[src/rtl/write_burst_master_if.sv]
// write_burst_master_if
// Groups the command, write-data stream and Avalon-MM burst write signals
// used by write_burst_master.
//   cmd_*  : command (start byte address, length in beats)
//   st_*   : write data stream
//   m_*    : Avalon-MM burst write master plus slave feedback
// Modports: master = the write_burst_master side, slave = the environment.
//
// Handshake rule: a transfer happens on a rising clk edge where valid and
// ready are both high. valid may not depend on ready; ready may depend on
// valid. On the Avalon side a beat is taken when m_write & ~m_waitrequest,
// and m_write_response_valid retires one whole burst.
interface write_burst_master_if #(
    parameter int ADDRESS_WIDTH = 48,
    parameter int DATA_WIDTH    = 512,
    parameter int BURST_WIDTH   = 3,
    parameter int LENGTH_WIDTH  = 16
);
    logic [ADDRESS_WIDTH-1:0]  cmd_address;
    logic [LENGTH_WIDTH-1:0]   cmd_length;
    logic                      cmd_valid;
    logic                      cmd_ready;

    logic [DATA_WIDTH-1:0]     st_data;
    logic                      st_valid;
    logic                      st_ready;

    logic [ADDRESS_WIDTH-1:0]  m_address;
    logic [DATA_WIDTH-1:0]     m_writedata;
    logic                      m_write;
    logic [DATA_WIDTH/8-1:0]   m_byteenable;
    logic [BURST_WIDTH-1:0]    m_burst;
    logic                      m_waitrequest;
    logic [1:0]                m_response;
    logic                      m_write_response_valid;

    modport master (
        input  cmd_address, cmd_length, cmd_valid,
        output cmd_ready,
        input  st_data, st_valid,
        output st_ready,
        output m_address, m_writedata, m_write, m_byteenable, m_burst,
        input  m_waitrequest, m_response, m_write_response_valid
    );

    modport slave (
        output cmd_address, cmd_length, cmd_valid,
        input  cmd_ready,
        output st_data, st_valid,
        input  st_ready,
        input  m_address, m_writedata, m_write, m_byteenable, m_burst,
        output m_waitrequest, m_response, m_write_response_valid
    );
endinterface

[src/rtl/write_burst_master.sv]
// write_burst_master
// Turns a (start address, length) command plus a write-data stream into a
// sequence of Avalon-MM write bursts of up to MAX_BURST beats, then waits
// for one write response per burst before signalling completion.
// Ports:
//   clk         : rising-edge clock
//   reset       : asynchronous active-high reset
//   bus         : write_burst_master_if.master (command, stream, Avalon-MM)
//   busy        : high whenever the FSM is not IDLE
//   done        : one-cycle pulse as DRAIN returns to IDLE
//   error       : sticky, set by any non-OKAY response, cleared by next command
//   o_dbg_state : current FSM state (0 IDLE, 1 WRITE, 2 DRAIN)
module write_burst_master #(
    parameter int ADDRESS_WIDTH = 48,
    parameter int DATA_WIDTH    = 512,
    parameter int BURST_WIDTH   = 3,
    parameter int LENGTH_WIDTH  = 16
) (
    input  logic                      clk,
    input  logic                      reset,
    write_burst_master_if.master      bus,
    output logic                      busy,
    output logic                      done,
    output logic                      error,
    output logic [1:0]                o_dbg_state
);
    localparam int MAX_BURST = 1 << (BURST_WIDTH - 1);
    localparam logic [LENGTH_WIDTH-1:0]  MAX_BURST_LEN = LENGTH_WIDTH'(MAX_BURST);
    localparam logic [ADDRESS_WIDTH-1:0] BEAT_BYTES    = ADDRESS_WIDTH'(DATA_WIDTH / 8);

    typedef enum logic [1:0] {
        IDLE  = 2'd0,
        WRITE = 2'd1,
        DRAIN = 2'd2
    } state_t;

    state_t                    r_state;
    logic [ADDRESS_WIDTH-1:0]  r_address;
    logic [BURST_WIDTH-1:0]    r_burst;
    logic [BURST_WIDTH-1:0]    r_beat_cnt;
    logic [LENGTH_WIDTH-1:0]   r_remaining;
    logic [LENGTH_WIDTH:0]     r_outstanding;
    logic                      r_error;

    logic w_in_write;
    logic w_beat_accept;
    logic w_first_beat;
    logic w_last_in_burst;
    logic w_rsp;

    function automatic logic [BURST_WIDTH-1:0] burst_size(input logic [LENGTH_WIDTH-1:0] beats);
        burst_size = (beats > MAX_BURST_LEN) ? BURST_WIDTH'(MAX_BURST) : BURST_WIDTH'(beats);
    endfunction

    assign w_in_write      = (r_state == WRITE);
    assign w_beat_accept   = w_in_write & bus.st_valid & ~bus.m_waitrequest;
    assign w_first_beat    = w_beat_accept & (r_beat_cnt == '0);
    assign w_last_in_burst = w_beat_accept & (r_beat_cnt == r_burst - BURST_WIDTH'(1));
    // Responses seen while IDLE belong to no command and are dropped.
    assign w_rsp           = bus.m_write_response_valid & (r_state != IDLE);

    always_ff @(posedge clk or posedge reset) begin
        if (reset) begin
            r_state       <= IDLE;
            r_address     <= '0;
            r_burst       <= '0;
            r_beat_cnt    <= '0;
            r_remaining   <= '0;
            r_outstanding <= '0;
            r_error       <= 1'b0;
        end else begin
            // A burst's first beat and a response in the same cycle cancel.
            if (w_first_beat && !w_rsp) begin
                r_outstanding <= r_outstanding + 1'b1;
            end else if (!w_first_beat && w_rsp && r_outstanding != '0) begin
                r_outstanding <= r_outstanding - 1'b1;
            end

            if (w_rsp && bus.m_response != 2'b00) begin
                r_error <= 1'b1;
            end

            case (r_state)
                IDLE: begin
                    if (bus.cmd_valid) begin
                        r_address     <= bus.cmd_address;
                        r_remaining   <= bus.cmd_length;
                        r_burst       <= burst_size(bus.cmd_length);
                        r_beat_cnt    <= '0;
                        r_outstanding <= '0;
                        r_error       <= 1'b0;
                        r_state       <= (bus.cmd_length == '0) ? DRAIN : WRITE;
                    end
                end
                WRITE: begin
                    if (w_beat_accept) begin
                        r_remaining <= r_remaining - 1'b1;
                        if (w_last_in_burst) begin
                            // Next burst is sized from what is left after this beat.
                            r_beat_cnt <= '0;
                            r_address  <= r_address + ADDRESS_WIDTH'(r_burst) * BEAT_BYTES;
                            r_burst    <= burst_size(r_remaining - 1'b1);
                        end else begin
                            r_beat_cnt <= r_beat_cnt + 1'b1;
                        end
                        if (r_remaining == LENGTH_WIDTH'(1)) begin
                            r_state <= DRAIN;
                        end
                    end
                end
                DRAIN: begin
                    if (r_outstanding == '0) begin
                        r_state <= IDLE;
                    end
                end
                default: r_state <= IDLE;
            endcase
        end
    end

    assign bus.cmd_ready    = (r_state == IDLE);
    assign bus.m_write      = w_in_write & bus.st_valid;
    assign bus.st_ready     = w_in_write & ~bus.m_waitrequest;
    assign bus.m_writedata  = bus.st_data;
    assign bus.m_byteenable = '1;
    assign bus.m_address    = r_address;
    assign bus.m_burst      = r_burst;

    assign busy        = (r_state != IDLE);
    assign done        = (r_state == DRAIN) & (r_outstanding == '0);
    assign error       = r_error;
    assign o_dbg_state = r_state;
endmodule

[src/flat_wrapper.sv]
// flat-port wrapper written by rule: the top's interface ports become plain ports
module write_burst_master_flat 
#(
    parameter int ADDRESS_WIDTH = 48,
    parameter int DATA_WIDTH    = 512,
    parameter int BURST_WIDTH   = 3,
    parameter int LENGTH_WIDTH  = 16
)
  (clk, reset, busy, done, error, o_dbg_state, bus_cmd_address, bus_cmd_length, bus_cmd_valid, bus_cmd_ready, bus_st_data, bus_st_valid, bus_st_ready, bus_m_address, bus_m_writedata, bus_m_write, bus_m_byteenable, bus_m_burst, bus_m_waitrequest, bus_m_response, bus_m_write_response_valid);
  write_burst_master_if #(.ADDRESS_WIDTH(ADDRESS_WIDTH), .DATA_WIDTH(DATA_WIDTH), .BURST_WIDTH(BURST_WIDTH), .LENGTH_WIDTH(LENGTH_WIDTH)) bus_i ();
  input  logic clk;
  input  logic reset;
  output logic busy;
  output logic done;
  output logic error;
  output logic [1:0] o_dbg_state;
  input wire logic [$bits(bus_i.cmd_address)-1:0] bus_cmd_address;
  input wire logic [$bits(bus_i.cmd_length)-1:0] bus_cmd_length;
  input wire logic [$bits(bus_i.cmd_valid)-1:0] bus_cmd_valid;
  output wire logic [$bits(bus_i.cmd_ready)-1:0] bus_cmd_ready;
  input wire logic [$bits(bus_i.st_data)-1:0] bus_st_data;
  input wire logic [$bits(bus_i.st_valid)-1:0] bus_st_valid;
  output wire logic [$bits(bus_i.st_ready)-1:0] bus_st_ready;
  output wire logic [$bits(bus_i.m_address)-1:0] bus_m_address;
  output wire logic [$bits(bus_i.m_writedata)-1:0] bus_m_writedata;
  output wire logic [$bits(bus_i.m_write)-1:0] bus_m_write;
  output wire logic [$bits(bus_i.m_byteenable)-1:0] bus_m_byteenable;
  output wire logic [$bits(bus_i.m_burst)-1:0] bus_m_burst;
  input wire logic [$bits(bus_i.m_waitrequest)-1:0] bus_m_waitrequest;
  input wire logic [$bits(bus_i.m_response)-1:0] bus_m_response;
  input wire logic [$bits(bus_i.m_write_response_valid)-1:0] bus_m_write_response_valid;
  assign bus_i.cmd_address = bus_cmd_address;
  assign bus_i.cmd_length = bus_cmd_length;
  assign bus_i.cmd_valid = bus_cmd_valid;
  assign bus_cmd_ready = bus_i.cmd_ready;
  assign bus_i.st_data = bus_st_data;
  assign bus_i.st_valid = bus_st_valid;
  assign bus_st_ready = bus_i.st_ready;
  assign bus_m_address = bus_i.m_address;
  assign bus_m_writedata = bus_i.m_writedata;
  assign bus_m_write = bus_i.m_write;
  assign bus_m_byteenable = bus_i.m_byteenable;
  assign bus_m_burst = bus_i.m_burst;
  assign bus_i.m_waitrequest = bus_m_waitrequest;
  assign bus_i.m_response = bus_m_response;
  assign bus_i.m_write_response_valid = bus_m_write_response_valid;
  write_burst_master #(.ADDRESS_WIDTH(ADDRESS_WIDTH), .DATA_WIDTH(DATA_WIDTH), .BURST_WIDTH(BURST_WIDTH), .LENGTH_WIDTH(LENGTH_WIDTH)) u_core (.clk(clk), .reset(reset), .bus(bus_i), .busy(busy), .done(done), .error(error), .o_dbg_state(o_dbg_state));
endmodule
[config.mk]
export PLATFORM = sky130hd
export DESIGN_NAME = write_burst_master_flat
export DESIGN_NICKNAME = d
export VERILOG_FILES = /design/src/rtl/write_burst_master_if.sv /design/src/rtl/write_burst_master.sv /design/src/flat_wrapper.sv
export SDC_FILE = /design/constraint.sdc
export NUM_CORES = 1
export LEC_CHECK = 0
export BUFFER_PORTS_ARGS = -buffer_cell sky130_fd_sc_hd__buf_2
export CAP_MARGIN = 20
export CORE_AREA = 3 3 480 482
export DETAILED_ROUTE_END_ITERATION = 7
export DIE_AREA = 0 0 483 485
export MAX_ROUTING_LAYER = met4
export SLEW_MARGIN = 20
export SYNTH_ARGS = -nofsm -noshare
export SYNTH_HDL_FRONTEND = slang
export SYNTH_SLANG_ARGS = --single-unit
[constraint.sdc]
create_clock -name clk -period 3 [get_ports clk]
set_input_delay 0.45 -clock clk [delete_from_list [all_inputs] [get_ports clk]]
set_output_delay 0.45 -clock clk [all_outputs]
set_load 0.02 [all_outputs]
==> results of run 1 <==
==> final cells by class <==
cell class              instances  share of cell area
inverters                      22             0.00741
well taps                    3009               0.328
clock inverters                 4             0.00860
repair buffers                179              0.0919
diodes                          7             0.00152
multi-input cells             663               0.346
clock buffers                  12              0.0206
flip-flops and latches         90               0.196
==> worst max-delay path: stages (launching register included) <==
cell and delay [ns]:
dfrtp_1 0.46, or4_4 0.60, or4_4 0.50, nor4_1 0.25, buf_2 0.23
==> cells in the final DEF, fill, tap and decap left out, types with 8 or more instances in the layout <==
cell | netlist | routed
o31ai_1 | 9 | 9
o21a_1 | 11 | 11
nor3_1 | 42 | 42
and3_1 | 15 | 15
clkbuf_16 | 0 | 9
nor2_1 | 55 | 54
o21ai_1 | 8 | 8
and4_1 | 11 | 11
a211oi_1 | 17 | 17
o21ai_0 | 34 | 34
dfrtp_1 | 90 | 90
ha_1 | 10 | 10
buf_4 | 576 | 46
a21oi_1 | 57 | 57
nor4_1 | 19 | 19
a311oi_1 | 9 | 9
a31oi_1 | 13 | 13
o22a_1 | 12 | 12
inv_1 | 22 | 21
or3_1 | 15 | 15
nand4_1 | 25 | 25
and2_1 | 10 | 10
conb_1 | 1 | 64
nand3_1 | 27 | 27
o22ai_1 | 18 | 18
buf_2 | 2 | 130
nand2_1 | 72 | 71
==> kinds of logic after synthesis <==
kind of cell | after synthesis
adders and majority gates | 11
buffers and inverters | 652
xor gates and xnor gates | 7
muxes | 5
other | 1
DFF | 90
and+or+nand+nor | 341
AOI/OAI and AO/OA | 235
==> flip-flops by register name (all words and copies together) (netlist names) <==
name                  flops
u_core.r_beat_cnt         3
u_core.bus.m_address     48
u_core.r_remaining       16
u_core.o_dbg_state        2
u_core.r_outstanding     17
u_core.error              1
u_core.bus.m_burst        3
==> metrics by stage <==
step | util | hold WS [ns] | power [mW] | setup slack (ns) | std cells
after detailed placement | 0.0491 | 0.461 | 7.64 | 0.247 | 3963
after global placement | 0.0491 | 0.456 | 7.54 | 0.253 | 3963
final | 0.0506 | 0.0590 | 9.02 | 0.117 | 3986
after global routing | 0.0506 | 0.0980 | 9.56 | 0.00737 | 3985
after floorplan | - | 0.497 | 6.53 | 0.215 | 1405
after CTS | 0.0506 | 0.0674 | 9.11 | 0.0892 | 3979
==> report_power, final <==
part | switching (mW) | internal [mW] | total (mW)
logic | 3.31 | 1.68 | 4.99
registers | 0.865 | 1.74 | 2.60
clock network | 0.609 | 0.821 | 1.43
total | 4.78 | 4.24 | 9.02
==> per-layer routing <==
layer | track usage | vias up | share of wire
li1 | - | 3255 | -
met1 | 0.0318 | 3625 | 0.12
met2 | 0.152 | 1011 | 0.45
met3 | 0.158 | 392 | 0.36
met4 | 0.0594 | 0 | 0.073
met5 | - | - | 0
==> path summary, 6_finish.rpt <==
kind                                                      from                                    to  slack, ns  cells after the start
hold / removal                                           reset   u_core.bus.m_address[1]$_DFFE_PP0P_       0.06                      2
hold reg to reg            u_core.bus.m_address[2]$_DFFE_PP0P_   u_core.bus.m_address[2]$_DFFE_PP0P_       0.49                      2
min in group clk                            bus_cmd_address[5]   u_core.bus.m_address[5]$_DFFE_PP0P_       0.25                      3
max in group asynchronous                                reset  u_core.bus.m_address[20]$_DFFE_PP0P_       2.14                      3
setup reg to reg             u_core.bus.m_burst[2]$_DFFE_PP0P_  u_core.bus.m_address[47]$_DFFE_PP0P_       0.22                      6
setup / recovery            u_core.r_outstanding[10]$_DFF_PP0_                                  done       0.12                      4
==> results.yml, run 1 <==
drt:
  route.detailed.drc: 0
  wl_per_cell_um: 29.1
  totalWireLength_um: 116000
  via_count: 8283
  postRouteAntennaNets: 0
  drt_iter0_drc: 745
  drt_pre_antenna_iters: 7
  vias_per_cell: 2.08
finish:
  multi_input_area_um2: 3980
  nets: 1560
  drive_gt1_frac: 0.225
  final-seq-area_um2: 2250
  finalInstanceArea_um2: 11500
  num-fill-cells: 27000
  syn2layout_area_growth_pct: 8.45
sta:
  tightest_slew_ns: 1.09
  setup_viol: 0
  max_freq_ghz: 0.347
  slew_headroom: 0.276
  period_minus_slack_ns: 2.88
  finalHoldViolCount: 0
  fin_skew_ns: 0.0207
  maxSlewViolCount: 0
  fin_crit_sh: 0.961
  fin_setup_tns_ns: 0
  rsz0062_at_grt: "false"
clock_network:
  clk_pin_slew_ns: 0.09
  post_cts_buffers: 0
  cts_tree: "yes"
  cts_buffers: 9
  htree_levels: 3
  clkLatencyLatePin_ns: 0.40
  cts_root_buf: "clkbuf_16"
  cts_hold_buf: 0
  cts_buffer_depth: 2
  clkSinkCount: 90
  post_cts_resized: 0
synth:
  synth_top_cell_area_share: 0.408
  synth_seq_cells: 90
  synthAdderAreaFrac: 0.0137
  synth-warning-count: 0
  synth_xor_xnor_area_share: 0.00721
  synth_mux_area_frac: 0.00484
  async_reset_ff_frac: 1.00
  synth_top_family_by_area: "buffers and inverters"
  seq_area_frac_synth: 0.213
  synth_common_cells: "buf_4 (576), dfrtp_1 (90), nand2_1 (72)"
  synth-edff-count: 0
  synthSimpleGateAreaFrac: 0.176
  synth_top_cell_by_area: "buf_4"
  synth_ff_type: "dfrtp_1"
  synth_compound_area_frac: 0.149
  syn_area_per_cell_um2: 7.89
  yosysMostFrequentCell: "buf_4"
  postSynthCellCount: 1342
  synth_area_um2: 10600
  yosys-top-cells-area: "buf_4 (41%), dfrtp_1 (21%), a21oi_1 (2.7%)"
  synth_cell_type_count: 74
die:
  initial_core_util: 0.0467
  fp.dieW_um: 483
  die-area_um2: 234000
  design.core.area_um2: 227000
  num_io_pins: 1219
  die_y_um: 485
  rows: 175
run:
  maxCapViolations: 0
placed_design:
  hpwl_um: 108000
  routabilityCongestion: 0.857
  placed_area_um2: 11100
  port_buffers: 130
global_route:
  grt_max_degree: 64
  grt_pass1_wl_um: 134000
  antenna_found_initial: 38
  track_usage: 0.0975
  overflow: 0
  grt_pass1_vias: 7968
power:
  total_leakage_power_nw: 3.43
  powerDensity_nw_per_um2: 785
  ir_worst_vdd_uv: 353
critical_path:
  cp.arrival_ns: 2.43
  crit_required_ns: 2.55
  worst_setup_path_end_kind: "output port"
  crit_fanout: 9
  critPathKind: "flip-flop to output port"
  critPathLaunchType: "flip-flop"
hold_path:
  worstHoldPathType: "primary input to asynchronous set/reset pin"
outcome:
  outcome: "complete, no violations"
Power figures use the tool's default switching activity.
==> run 2, diff against run 1 <==
--- a/config.mk
+++ b/config.mk
@@ -8,6 +8,7 @@
 export BUFFER_PORTS_ARGS = -buffer_cell sky130_fd_sc_hd__buf_2
 export CAP_MARGIN = 20
 export CORE_AREA = 3 3 480 482
+export CTS_BUF_LIST = sky130_fd_sc_hd__clkbuf_4 sky130_fd_sc_hd__clkbuf_8 sky130_fd_sc_hd__clkbuf_16
 export DETAILED_ROUTE_END_ITERATION = 7
 export DIE_AREA = 0 0 483 485
 export MAX_ROUTING_LAYER = met4
==> results.yml, run 2 (synthesized netlist as in run 1, its figures left out) <==
outcome:
  outcome: "complete, no violations"
die:
  design.core.area_um2: 227000
  fp.dieW_um: 483
  num_io_pins: 1219
  die-area_um2: 234000
  die_y_um: 485
  initial_core_util: 0.0467
  rows: 175
finish:
  num-fill-cells: 27000
  layout_common_cells: "buf_2 (130), dfrtp_1 (90), nand2_1 (71), conb_1 (64), a21oi_1 (57)"
  drive_gt1_frac: 0.228
  final-seq-area_um2: 2250
  largest_reg_flops: 48
  layout_commonest_cell: "buf_2"
  fin_util: 0.0507
  multi_input_area_um2: 3980
  syn2layout_area_growth_pct: 8.55
  nets: 1560
clock_network:
  clk_pin_slew_ns: 0.09
  cts_buffer_depth: 2
  clkLatencyLatePin_ns: 0.40
  cts_tree: "yes"
  post_cts_resized: 0
  htree_levels: 3
  post_cts_buffers: 0
  cts_root_buf: "clkbuf_16"
  cts_buffers: 9
  clkSinkCount: 90
  cts_hold_buf: 0
placed_design:
  hpwl_um: 108000
  routabilityCongestion: 0.857
  port_buffers: 130
critical_path:
  crit_buf_inv: 1
  critPathLaunchType: "flip-flop"
  worst_setup_path_end_kind: "output port"
  crit_family: "simple AND/OR/NAND/NOR gates"
  critPathMostFrequentCell: "or4_4"
  critPathKind: "flip-flop to output port"
  path_depth: 4
  cp.arrival_ns: 2.43
  slowest_stage: "or4_4"
  path_cells: "or4_4 > or4_4 > nor4_1 > buf_2"
  crit_required_ns: 2.55
  crit_fanout: 9
  r2r_slack_ns: 0.22
  cp_slowest_stage_delay_ns: 0.60
  r2r_cells: 6
sta:
  fin_crit_sh: 0.961
  slew_headroom: 0.265
  fin_skew_ns: 0.0208
  period_minus_slack_ns: 2.88
  rsz0062_at_grt: "false"
  finalHoldViolCount: 0
  tightest_slew_ns: 1.10
  setup_viol: 0
  fin_setup_tns_ns: 0
  maxSlewViolCount: 0
  max_freq_ghz: 0.347
drt:
  wl_per_cell_um: 29.1
  vias_per_cell: 2.08
  totalWireLength_um: 116000
  via_count: 8273
  postRouteAntennaNets: 0
  route.detailed.drc: 0
  drt_pre_antenna_iters: 6
  drt_iter0_drc: 747
global_route:
  antenna_found_initial: 38
  grt_pass1_wl_um: 134000
  grt_pass1_vias: 7968
  overflow: 0
  grt_max_degree: 64
  track_usage: 0.0975
run:
  maxCapViolations: 0
power:
  ir_worst_vdd_uv: 353
  total_leakage_power_nw: 3.44
  powerDensity_nw_per_um2: 787
hold_path:
  worstHoldPathType: "primary input to asynchronous set/reset pin"
run 2: routing by layer:
layer | routed length, µm | GRT usage | vias to the layer above | share of wire
li1 | - | - | 3255 | -
met3 | 41900 | 0.158 | 392 | 0.36
met1 | 13600 | 0.0318 | 3616 | 0.12
met2 | 52200 | 0.152 | 1010 | 0.45
met5 | 0 | - | - | 0
met4 | 8470 | 0.0594 | 0 | 0.073
run 2: layout make-up:
type,count,share of cell area
Clock inverter,4,0.00860
Tap cell,3009,0.327
Inverter,22,0.00740
Multi-Input combinational cell,663,0.346
Clock buffer,12,0.0215
Timing Repair Buffer,179,0.0918
Sequential cell,90,0.196
Antenna cell,7,0.00152
run 2: worst paths after layout:
| path | endpoint | from |
|---|---|---|
| min in group clk | u_core.bus.m_address[5]$_DFFE_PP0P_ | bus_cmd_address[5] |
| min reg2reg | u_core.bus.m_address[2]$_DFFE_PP0P_ | u_core.bus.m_address[2]$_DFFE_PP0P_ |
| max | done | u_core.r_outstanding[10]$_DFF_PP0_ |
| max in group asynchronous | u_core.bus.m_address[20]$_DFFE_PP0P_ | reset |
| max reg2reg | u_core.bus.m_address[47]$_DFFE_PP0P_ | u_core.bus.m_burst[2]$_DFFE_PP0P_ |
| min | u_core.bus.m_address[1]$_DFFE_PP0P_ | reset |
run 2: per-stage QoR:
stage / cell area [µm²] / hold slack, ns / instances / power (mW) / setup WS [ns]
floorplan: 10800 / 0.497 / 1405 / 6.53 / 0.215
global placement: 11100 / 0.456 / 3963 / 7.54 / 0.253
detailed placement: 11100 / 0.461 / 3963 / 7.64 / 0.247
CTS: 11500 / 0.0674 / 3979 / 9.13 / 0.0892
global route: 11500 / 0.0978 / 3985 / 9.59 / 0.00737
finish: 11500 / 0.0587 / 3986 / 9.05 / 0.117
run 2: report_power, final:
part	switching (mW)	total [mW]	leakage (nW)	internal [mW]
combinational	3.31	4.99	2.17	1.68
clock	0.608	1.46	0.172	0.848
sequential	0.864	2.60	1.09	1.74
total	4.78	9.05	3.44	4.27
